File: config.mk
export PLATFORM = sky130hd
export DESIGN_NAME = fpu_issue_arbiter
export DESIGN_NICKNAME = d
export VERILOG_FILES = /design/src/rtl/fpu_issue_arbiter.sv
export SDC_FILE = /design/constraint.sdc
export NUM_CORES = 1
export LEC_CHECK = 0
export CAP_MARGIN = 20
export CORE_AREA = 2 2 174 176
export CTS_BUF_LIST = sky130_fd_sc_hd__clkbuf_8
export CTS_CLUSTER_SIZE = 14
export DETAILED_ROUTE_END_ITERATION = 12
export DIE_AREA = 0 0 176 178
export PLACE_DENSITY = 0.52
export SETUP_SLACK_MARGIN = 0.3
export SLEW_MARGIN = 20
export SYNTH_ARGS = -nofsm -noshare
export SYNTH_HDL_FRONTEND = slang
export SYNTH_SLANG_ARGS = --single-unit
File: constraint.sdc
create_clock -name clk -period 5.7 [get_ports clk]
set_clock_uncertainty 0.15 [all_clocks]
set_input_delay 1.14 -clock clk [delete_from_list [all_inputs] [get_ports clk]]
set_output_delay 1.14 -clock clk [all_outputs]
set_load 0.01 [all_outputs]
File: src/rtl/fpu_issue_arbiter.sv
// rtl/fpu_issue_arbiter.sv - two-requester round-robin issue arbiter and result router for the shared FPU
module fpu_issue_arbiter #(
  parameter int LAT = 4
) (
  input  logic        clk,
  input  logic        reset,
  input  logic        hold,
  input  logic        req0_valid,
  output logic        req0_ready,
  input  logic [31:0] req0_opa,
  input  logic [31:0] req0_opb,
  input  logic [2:0]  req0_op,
  input  logic [1:0]  req0_rmode,
  input  logic        req1_valid,
  output logic        req1_ready,
  input  logic [31:0] req1_opa,
  input  logic [31:0] req1_opb,
  input  logic [2:0]  req1_op,
  input  logic [1:0]  req1_rmode,
  output logic        fpu_start,
  output logic [31:0] fpu_opa,
  output logic [31:0] fpu_opb,
  output logic [2:0]  fpu_op,
  output logic [1:0]  fpu_rmode,
  input  logic [31:0] fpu_out,
  input  logic [4:0]  fpu_flags,
  output logic        rsp0_valid,
  output logic [31:0] rsp0_data,
  output logic [4:0]  rsp0_flags,
  output logic        rsp1_valid,
  output logic [31:0] rsp1_data,
  output logic [4:0]  rsp1_flags,
  output logic [4:0]  sticky0,
  output logic [4:0]  sticky1,
  input  logic        clr0,
  input  logic        clr1,
  output logic        busy
);

  logic           last;
  logic           issue_id;
  logic           grant_any;
  logic           grant_id;
  logic [LAT-1:0] tag_vld;
  logic [LAT-1:0] tag_id;
  logic           tail_rsp0;
  logic           tail_rsp1;

  // Ready is forced low during reset so every output reads 0 while it is held.
  always_comb begin
    req0_ready = 1'b0;
    req1_ready = 1'b0;
    if (!reset && !hold) begin
      if (req0_valid && req1_valid) begin
        req0_ready = last;
        req1_ready = ~last;
      end else begin
        req0_ready = req0_valid;
        req1_ready = req1_valid;
      end
    end
  end

  assign grant_any = (req0_valid & req0_ready) | (req1_valid & req1_ready);
  assign grant_id  = req1_valid & req1_ready;

  always_ff @(posedge clk or posedge reset) begin
    if (reset) begin
      last      <= 1'b1;
      fpu_start <= 1'b0;
      issue_id  <= 1'b0;
      fpu_opa   <= '0;
      fpu_opb   <= '0;
      fpu_op    <= '0;
      fpu_rmode <= '0;
    end else begin
      fpu_start <= grant_any;
      if (grant_any) begin
        last      <= grant_id;
        issue_id  <= grant_id;
        fpu_opa   <= grant_id ? req1_opa   : req0_opa;
        fpu_opb   <= grant_id ? req1_opb   : req0_opb;
        fpu_op    <= grant_id ? req1_op    : req0_op;
        fpu_rmode <= grant_id ? req1_rmode : req0_rmode;
      end
    end
  end

  // Tag pipe tracks the FPU datapath; its tail lines up with fpu_out.
  always_ff @(posedge clk or posedge reset) begin
    if (reset) begin
      tag_vld <= '0;
      tag_id  <= '0;
    end else begin
      tag_vld <= {tag_vld[LAT-2:0], fpu_start};
      tag_id  <= {tag_id[LAT-2:0], issue_id};
    end
  end

  assign tail_rsp0 = tag_vld[LAT-1] & ~tag_id[LAT-1];
  assign tail_rsp1 = tag_vld[LAT-1] &  tag_id[LAT-1];

  always_ff @(posedge clk or posedge reset) begin
    if (reset) begin
      rsp0_valid <= 1'b0;
      rsp0_data  <= '0;
      rsp0_flags <= '0;
      rsp1_valid <= 1'b0;
      rsp1_data  <= '0;
      rsp1_flags <= '0;
      sticky0    <= '0;
      sticky1    <= '0;
    end else begin
      rsp0_valid <= tail_rsp0;
      rsp1_valid <= tail_rsp1;
      if (tail_rsp0) begin
        rsp0_data  <= fpu_out;
        rsp0_flags <= fpu_flags;
      end
      if (tail_rsp1) begin
        rsp1_data  <= fpu_out;
        rsp1_flags <= fpu_flags;
      end
      // A clear coinciding with a response keeps that response's flags.
      sticky0 <= (clr0 ? 5'd0 : sticky0) | (rsp0_valid ? rsp0_flags : 5'd0);
      sticky1 <= (clr1 ? 5'd0 : sticky1) | (rsp1_valid ? rsp1_flags : 5'd0);
    end
  end

  assign busy = fpu_start | (|tag_vld) | rsp0_valid | rsp1_valid;

endmodule

==> results of run 1 <==
## worst max-delay path by stage
stage / start / end / slack, ns / cells past startpoint
after floorplan: reset / fpu_op[0] / 2.30 / 1
after global placement: reset / req0_ready / 1.63 / 4
after detailed placement: reset / req0_ready / 1.64 / 4
after CTS: reset / req0_ready / 1.63 / 4
after global routing: req0_valid / req0_ready / 1.58 / 4
final: reset / req0_ready / 1.67 / 4
## metal layers
| metal | up-vias | GRT usage (%) |
|---|---|---|
| li1 | 2910 | - |
| met1 | 3047 | 20.9 |
| met2 | 281 | 26.1 |
| met3 | 15 | 5.80 |
| met4 | 0 | 3.13 |
| met5 | - | 0 |
## synthesized netlist by cell type (all sizes together)
cell type,count
a21o,2
buf,28
clkbuf,32
dfrtp,165
dfstp,1
inv,84
mux2,74
nand2,13
nand3,1
nor2,3
nor2b,1
nor3,1
nor4,1
o2111ai,69
o211ai,69
o21ai,81
or2,1
## report_power, final
group	internal [uW]	switching, uW
registers	1450	152
logic	765	522
clock network	344	544
## through the flow
step	std cells	util, %	cell area, um2
after CTS	1338	38.6	11300
after floorplan	626	-	7280
after global placement	1306	37.2	10900
final	1338	38.6	11300
after global routing	1338	38.6	11300
after detailed placement	1306	37.2	10900
## area by class of cell
class / count / area [um2] / area share, %
clock buffers: 18 / 248 / 2.18
repair buffers: 350 / 3490 / 30.7
inverters: 84 / 319 / 2.81
flip-flops and latches: 166 / 4160 / 36.6
clock inverters: 14 / 155 / 1.37
well taps: 390 / 488 / 4.30
multi-input cells: 316 / 2490 / 22.0
## sequential cells by signal, summed over array words and instances, names as in the netlist
register / cells
sticky1: 5
issue_id: 1
fpu_start: 1
tag_id: 4
fpu_op: 3
fpu_rmode: 2
rsp0_flags: 5
rsp1_valid: 1
last: 1
rsp0_valid: 1
rsp1_data: 32
sticky0: 5
fpu_opb: 32
tag_vld: 4
fpu_opa: 32
rsp1_flags: 5
rsp0_data: 32
## cells by family (layout without fill, tap and decap cells)
kind of cell | Yosys count | in the layout | synth area share, %
flip-flops | 166 | 166 | 57.1
multiplexers | 74 | 74 | 11.5
AO/OA/AOI/OAI | 221 | 221 | 21.2
AND/OR/NAND/NOR | 21 | 21 | 1.50
buffers and inverters | 144 | 466 | 8.75
==> results.ini, run 1 <==
[clock_network]
cts-root-buf = clkbuf_8
numClockSinks = 166
post_cts_resized = 0
cts_max_level = 4
cts_made_buffers = 17
cts_tree = yes
cts.path.max_buffers = 2
cts_setup_buffers = 0
hold_buffers = 0
clock_latency_ns = 0.46
clkSlewWorstSetupHoldPaths_ns = 0.10

[pwr]
peakVddDrop_uv = 151
finalPower_uw = 3780
p_leak_uw = 0.00456
power_density_nw_per_um2 = 333

[status]
outcome = completed

[global_routing]
grt_max_degree = 167
grt-ovfl-total = 0
grt_pass1_vias = 6482
grt_usage_pct = 16.1
grt_pass1_wl_mm = 38.8
antenna_found_initial = 0

[detailed_routing]
routed_via_density = 4.67
first_pass_iters = 4
dr_wl_met3_mm = 2.21
vias = 6253
first_iter_violations = 269
drt-met1-wl_mm = 11.1
drtAntennaViolNets = 0
detail_route.wl_per_cell_um = 19.0
route.met2.wl_mm = 11.8
wl_mm = 25.4
drc = 0
top_layer_used = met4

[worst_setup_path]
cpPeakStageDelay_ns = 0.57
cp-start-kind = input port
crit_required_ns = 4.41
worst_r2r_endpoint = fpu_opa[18]
end_kind = output port
rr_startpoint = last
crit_fanout = 3
cp_top_family = buffers and inverters
crit_path_frequent_cell = clkdlybuf4s50_1
path_buf_inv = 2
crit_arrival_ns = 2.74
path_cells = clkdlybuf4s50_1 > or2_2 > nor2_1 > clkdlybuf4s50_1
slowest_stage = clkdlybuf4s50_1
reg2reg_depth = 4
reg2reg_slack_ns = 3.77
path_class = in -> out

[yosys]
synth_top_area_share_pct = 56.7
yosys_warnings = 0
ys_types = 23
synth-seq-cells = 166
ys_seq_area_share_pct = 57.1
synth_top_area_cell = dfrtp_1
syn_nets = 808
netlist_top_cells_area = dfrtp_1 57%, mux2_2 11%, o2111ai_1 8.3%, o211ai_1 7.1%, o21ai_1 4.7%
synth.avg_cell_area_um2 = 11.6
syn_inst = 626
syn_area_um2 = 7280

[timing]
setup_viol = 0
whs_ns = 0.208
final.setup.tns_ns = 0
slew_violations = 0
period_needed_ns = 4.03
finalCritPeriodShare_pct = 70.8
hold_violations = 0
max_freq_mhz = 248
rsz0062_at_grt = false
slew-limit-headroom_pct = 31.2
setup_slack_ns = 1.67
tightest_slew_ns = 1.03

[placement]
pre_cts_ws_ns = 1.64
io_buffer_count = 340
dp_hpwl_mm = 16.5
gp_congestion = 0.755

[min_path]
min_from = tag_id[0]
hold_depth = 0
hold_path.class = reg -> reg
whs_endpoint = tag_id[1]

[die]
die_area_um2 = 31300
coreArea_um2 = 29400
start_util_pct = 24.7
dieHeight_um = 178
io_pins = 341
core.rowCount = 63
die_w_um = 176

[run]
maxCapViolations = 0

[final_layout]
n_antenna_cell = 0
num-nets-final = 1117
layout-drive-gt1-share_pct = 13.3
syn_to_final_growth_pct = 55.9
num-fill-cells = 2900
final_cell_mix = 339 x clkdlybuf4s50_1, 165 x dfrtp_1, 81 x inv_1
final_common_cell = clkdlybuf4s50_1

(Power assumes the default switching activity.)
==> inputs of run 2 (changes only) <==
Clock period 5.7 ns to 3.3 ns, I/O delays scaled along.
==> run 2 against run 1 <==
  * Non-clock buffer count increased by 5
  * Combinational power up 73%
  * Hold slack better by 0.0057 ns
  * Count of clock-buffer cells in the layout down 1
  * Worst setup slack lost 1.2 ns
  * Cell area grew 0.83%
==> results.ini, run 2 (same netlist as run 1, synthesis figures left out) <==
[timing]
tightest_slew_ns = 0.872  ; was 1.03 ns
hold_violations = 0  ; unchanged
period_needed_ns = 2.88
whs_ns = 0.214  ; was 0.208 ns
final.setup.tns_ns = 0  ; unchanged
setup_viol = 0  ; unchanged
slew-limit-headroom_pct = 41.9  ; was 31.2%
slew_violations = 0  ; unchanged
finalCritPeriodShare_pct = 87.2
max_freq_mhz = 347
rsz0062_at_grt = false  ; unchanged

[worst_setup_path]
crit_start = reset  ; unchanged
crit_path_frequent_cell = clkdlybuf4s50_1  ; unchanged
cp-start-kind = input port  ; unchanged
rr_startpoint = last  ; unchanged
path_class = in -> out  ; unchanged
path_cells = clkdlybuf4s50_1 > buf_4 > nor2_4 > nand3_2 > inv_2 > clkdlybuf4s50_1  ; was clkdlybuf4s50_1 > or2_2 > nor2_1 > clkdlybuf4s50_1
slowest_stage = clkdlybuf4s50_1  ; unchanged
crit_fanout = 3  ; unchanged
path_buf_inv = 4  ; was 2
cp_top_family = buffers and inverters  ; unchanged
cpPeakStageDelay_ns = 0.55  ; was 0.57 ns
crit_required_ns = 2.49  ; was 4.41 ns
crit_arrival_ns = 2.07  ; was 2.74 ns
end_kind = output port  ; unchanged

[pwr]
p_switching_uw = 2020  ; was 1220 uW
power_frac_clock_pct = 25.5  ; was 23.5%
p_leak_uw = 0.00462  ; was 0.00456 uW
p_sw_share_pct = 30.1  ; was 32.2%
internal-power_uw = 4690  ; was 2560 uW
combinationalPowerShare_pct = 33.2  ; was 34.0%
peakVddDrop_uv = 239  ; was 151 uV
power_density_nw_per_um2 = 587  ; was 333 nW/um2
p_seq_share_pct = 41.3  ; was 42.5%

[clock_network]
clock_latency_ns = 0.45  ; was 0.46 ns
clkSlewWorstSetupHoldPaths_ns = 0.10  ; about the same
cts-root-buf = clkbuf_8  ; unchanged
cts_max_level = 4  ; unchanged
cts.path.max_buffers = 2  ; unchanged
cts_tree = yes  ; unchanged
cts_setup_buffers = 0  ; unchanged
cts_made_buffers = 17  ; unchanged
numClockSinks = 166  ; unchanged

[global_routing]
grt_usage_pct = 16.0  ; was 16.1%
grt_pass1_wl_mm = 38.9  ; was 38.8 mm
antenna_found_initial = 0  ; unchanged
grtUsageMet2_pct = 25.6  ; was 26.1%
busiest_layer = met2  ; unchanged
grt_pass1_vias = 6573  ; was 6482
grt-ovfl-total = 0  ; unchanged
met1_usage_pct = 20.7  ; was 20.9%
use_met3_pct = 5.92  ; was 5.80%
grt_max_degree = 72  ; was 167

[final_layout]
layout-drive-gt1-share_pct = 13.8  ; was 13.3%
n_antenna_cell = 0  ; unchanged
fin_util_pct = 38.9  ; was 38.6%
final_cell_mix = 338 x clkdlybuf4s50_1, 165 x dfrtp_1, 81 x inv_1  ; was 339 x clkdlybuf4s50_1, 165 x dfrtp_1, 81 x inv_1
final_area_um2 = 11400  ; was 11300 um2
num-nets-final = 1122  ; was 1117
syn_to_final_growth_pct = 57.2  ; was 55.9%
final_common_cell = clkdlybuf4s50_1  ; unchanged

[die]
die_w_um = 176  ; unchanged
io_pins = 341  ; unchanged
die_area_um2 = 31300  ; unchanged
coreArea_um2 = 29400  ; unchanged
dieHeight_um = 178  ; unchanged
core.rowCount = 63  ; unchanged
start_util_pct = 24.7  ; unchanged

[min_path]
min_from = tag_id[2]  ; was tag_id[0]
hold_path.class = reg -> reg  ; unchanged

[detailed_routing]
first_iter_violations = 307  ; was 269
vias = 6304  ; was 6253
first_pass_iters = 5  ; was 4
wl_mm = 25.3  ; was 25.4 mm
detail_route.wl_per_cell_um = 18.8  ; was 19.0 um
drtAntennaViolNets = 0  ; unchanged
drc = 0  ; unchanged
routed_via_density = 4.70  ; was 4.67

[placement]
place_area_um2 = 11000  ; was 10900 um2
gp_congestion = 0.751  ; was 0.755
io_buffer_count = 340  ; unchanged
dp_hpwl_mm = 16.8  ; was 16.5 mm

[run]
maxCapViolations = 0  ; unchanged

[status]
outcome = completed  ; unchanged

## run 2: cell types whose count changed in the layout (fill, tap and decap cells not counted), sizes merged
| cell | previous run | this run |
|---|---|---|
| dlygate4sd2 | 0 | 1 |
| inv | 90 | 91 |
| bufinv | 0 | 4 |
| clkdlybuf4s50 | 339 | 338 |
| clkinvlp | 3 | 1 |
| clkbuf | 18 | 17 |
| clkinv | 5 | 2 |
| buf | 11 | 16 |
## run 2: metal layers
metal / vias to the layer above / wire (um)
met5: - / 0
met4: 0 / 294
met3: 16 / 2260
met2: 268 / 11700
met1: 3090 / 11100
li1: 2930 / -
## run 2: power groups by stage
stage | clock network (uW) | logic (uW) | registers (uW)
finish | 1720 | 2230 | 2770
global route | 1890 | 2400 | 2840
CTS | 1810 | 2260 | 2780
detailed placement | 0 | 2260 | 2820
global placement | 0 | 2260 | 2810
floorplan | 0 | 632 | 3010
## run 2: final timing paths
path,end,slack [ns],cells past startpoint
worst max-delay path,req1_ready,0.42,6
worst min-delay path,tag_id[3],0.21,0
worst max register to register,fpu_opa[25],1.37,4
worst min register to register,tag_id[3],0.21,0
max in group asynchronous,rsp0_data[7],1.95,4
min in group asynchronous,fpu_opa[10],0.65,4
## run 2: per-stage QoR
stage	total power, uW	worst slack (ns)	std cells
final	6720	0.421	1342
after global routing	7130	0.355	1342
after CTS	6860	0.415	1342
after detailed placement	5080	0.254	1311
after global placement	5070	0.237	1311
after floorplan	3650	0.378	626
## run 2: final cells by class
type	count	area, um2
multi-input cells	316	2490
flip-flops and latches	166	4160
fillers	2894	18000
clock buffers	17	234
well taps	390	488
inverters	84	319
repair buffers	355	3530
clock inverters	14	211
## run 2: what timing repair did
action | 4_1_cts | 5_1_grt
hold buffers | 0 | 0
gates resized for setup | 2 | 0
hold endpoints to repair | 0 | 0
setup endpoints to repair | 1 | 0
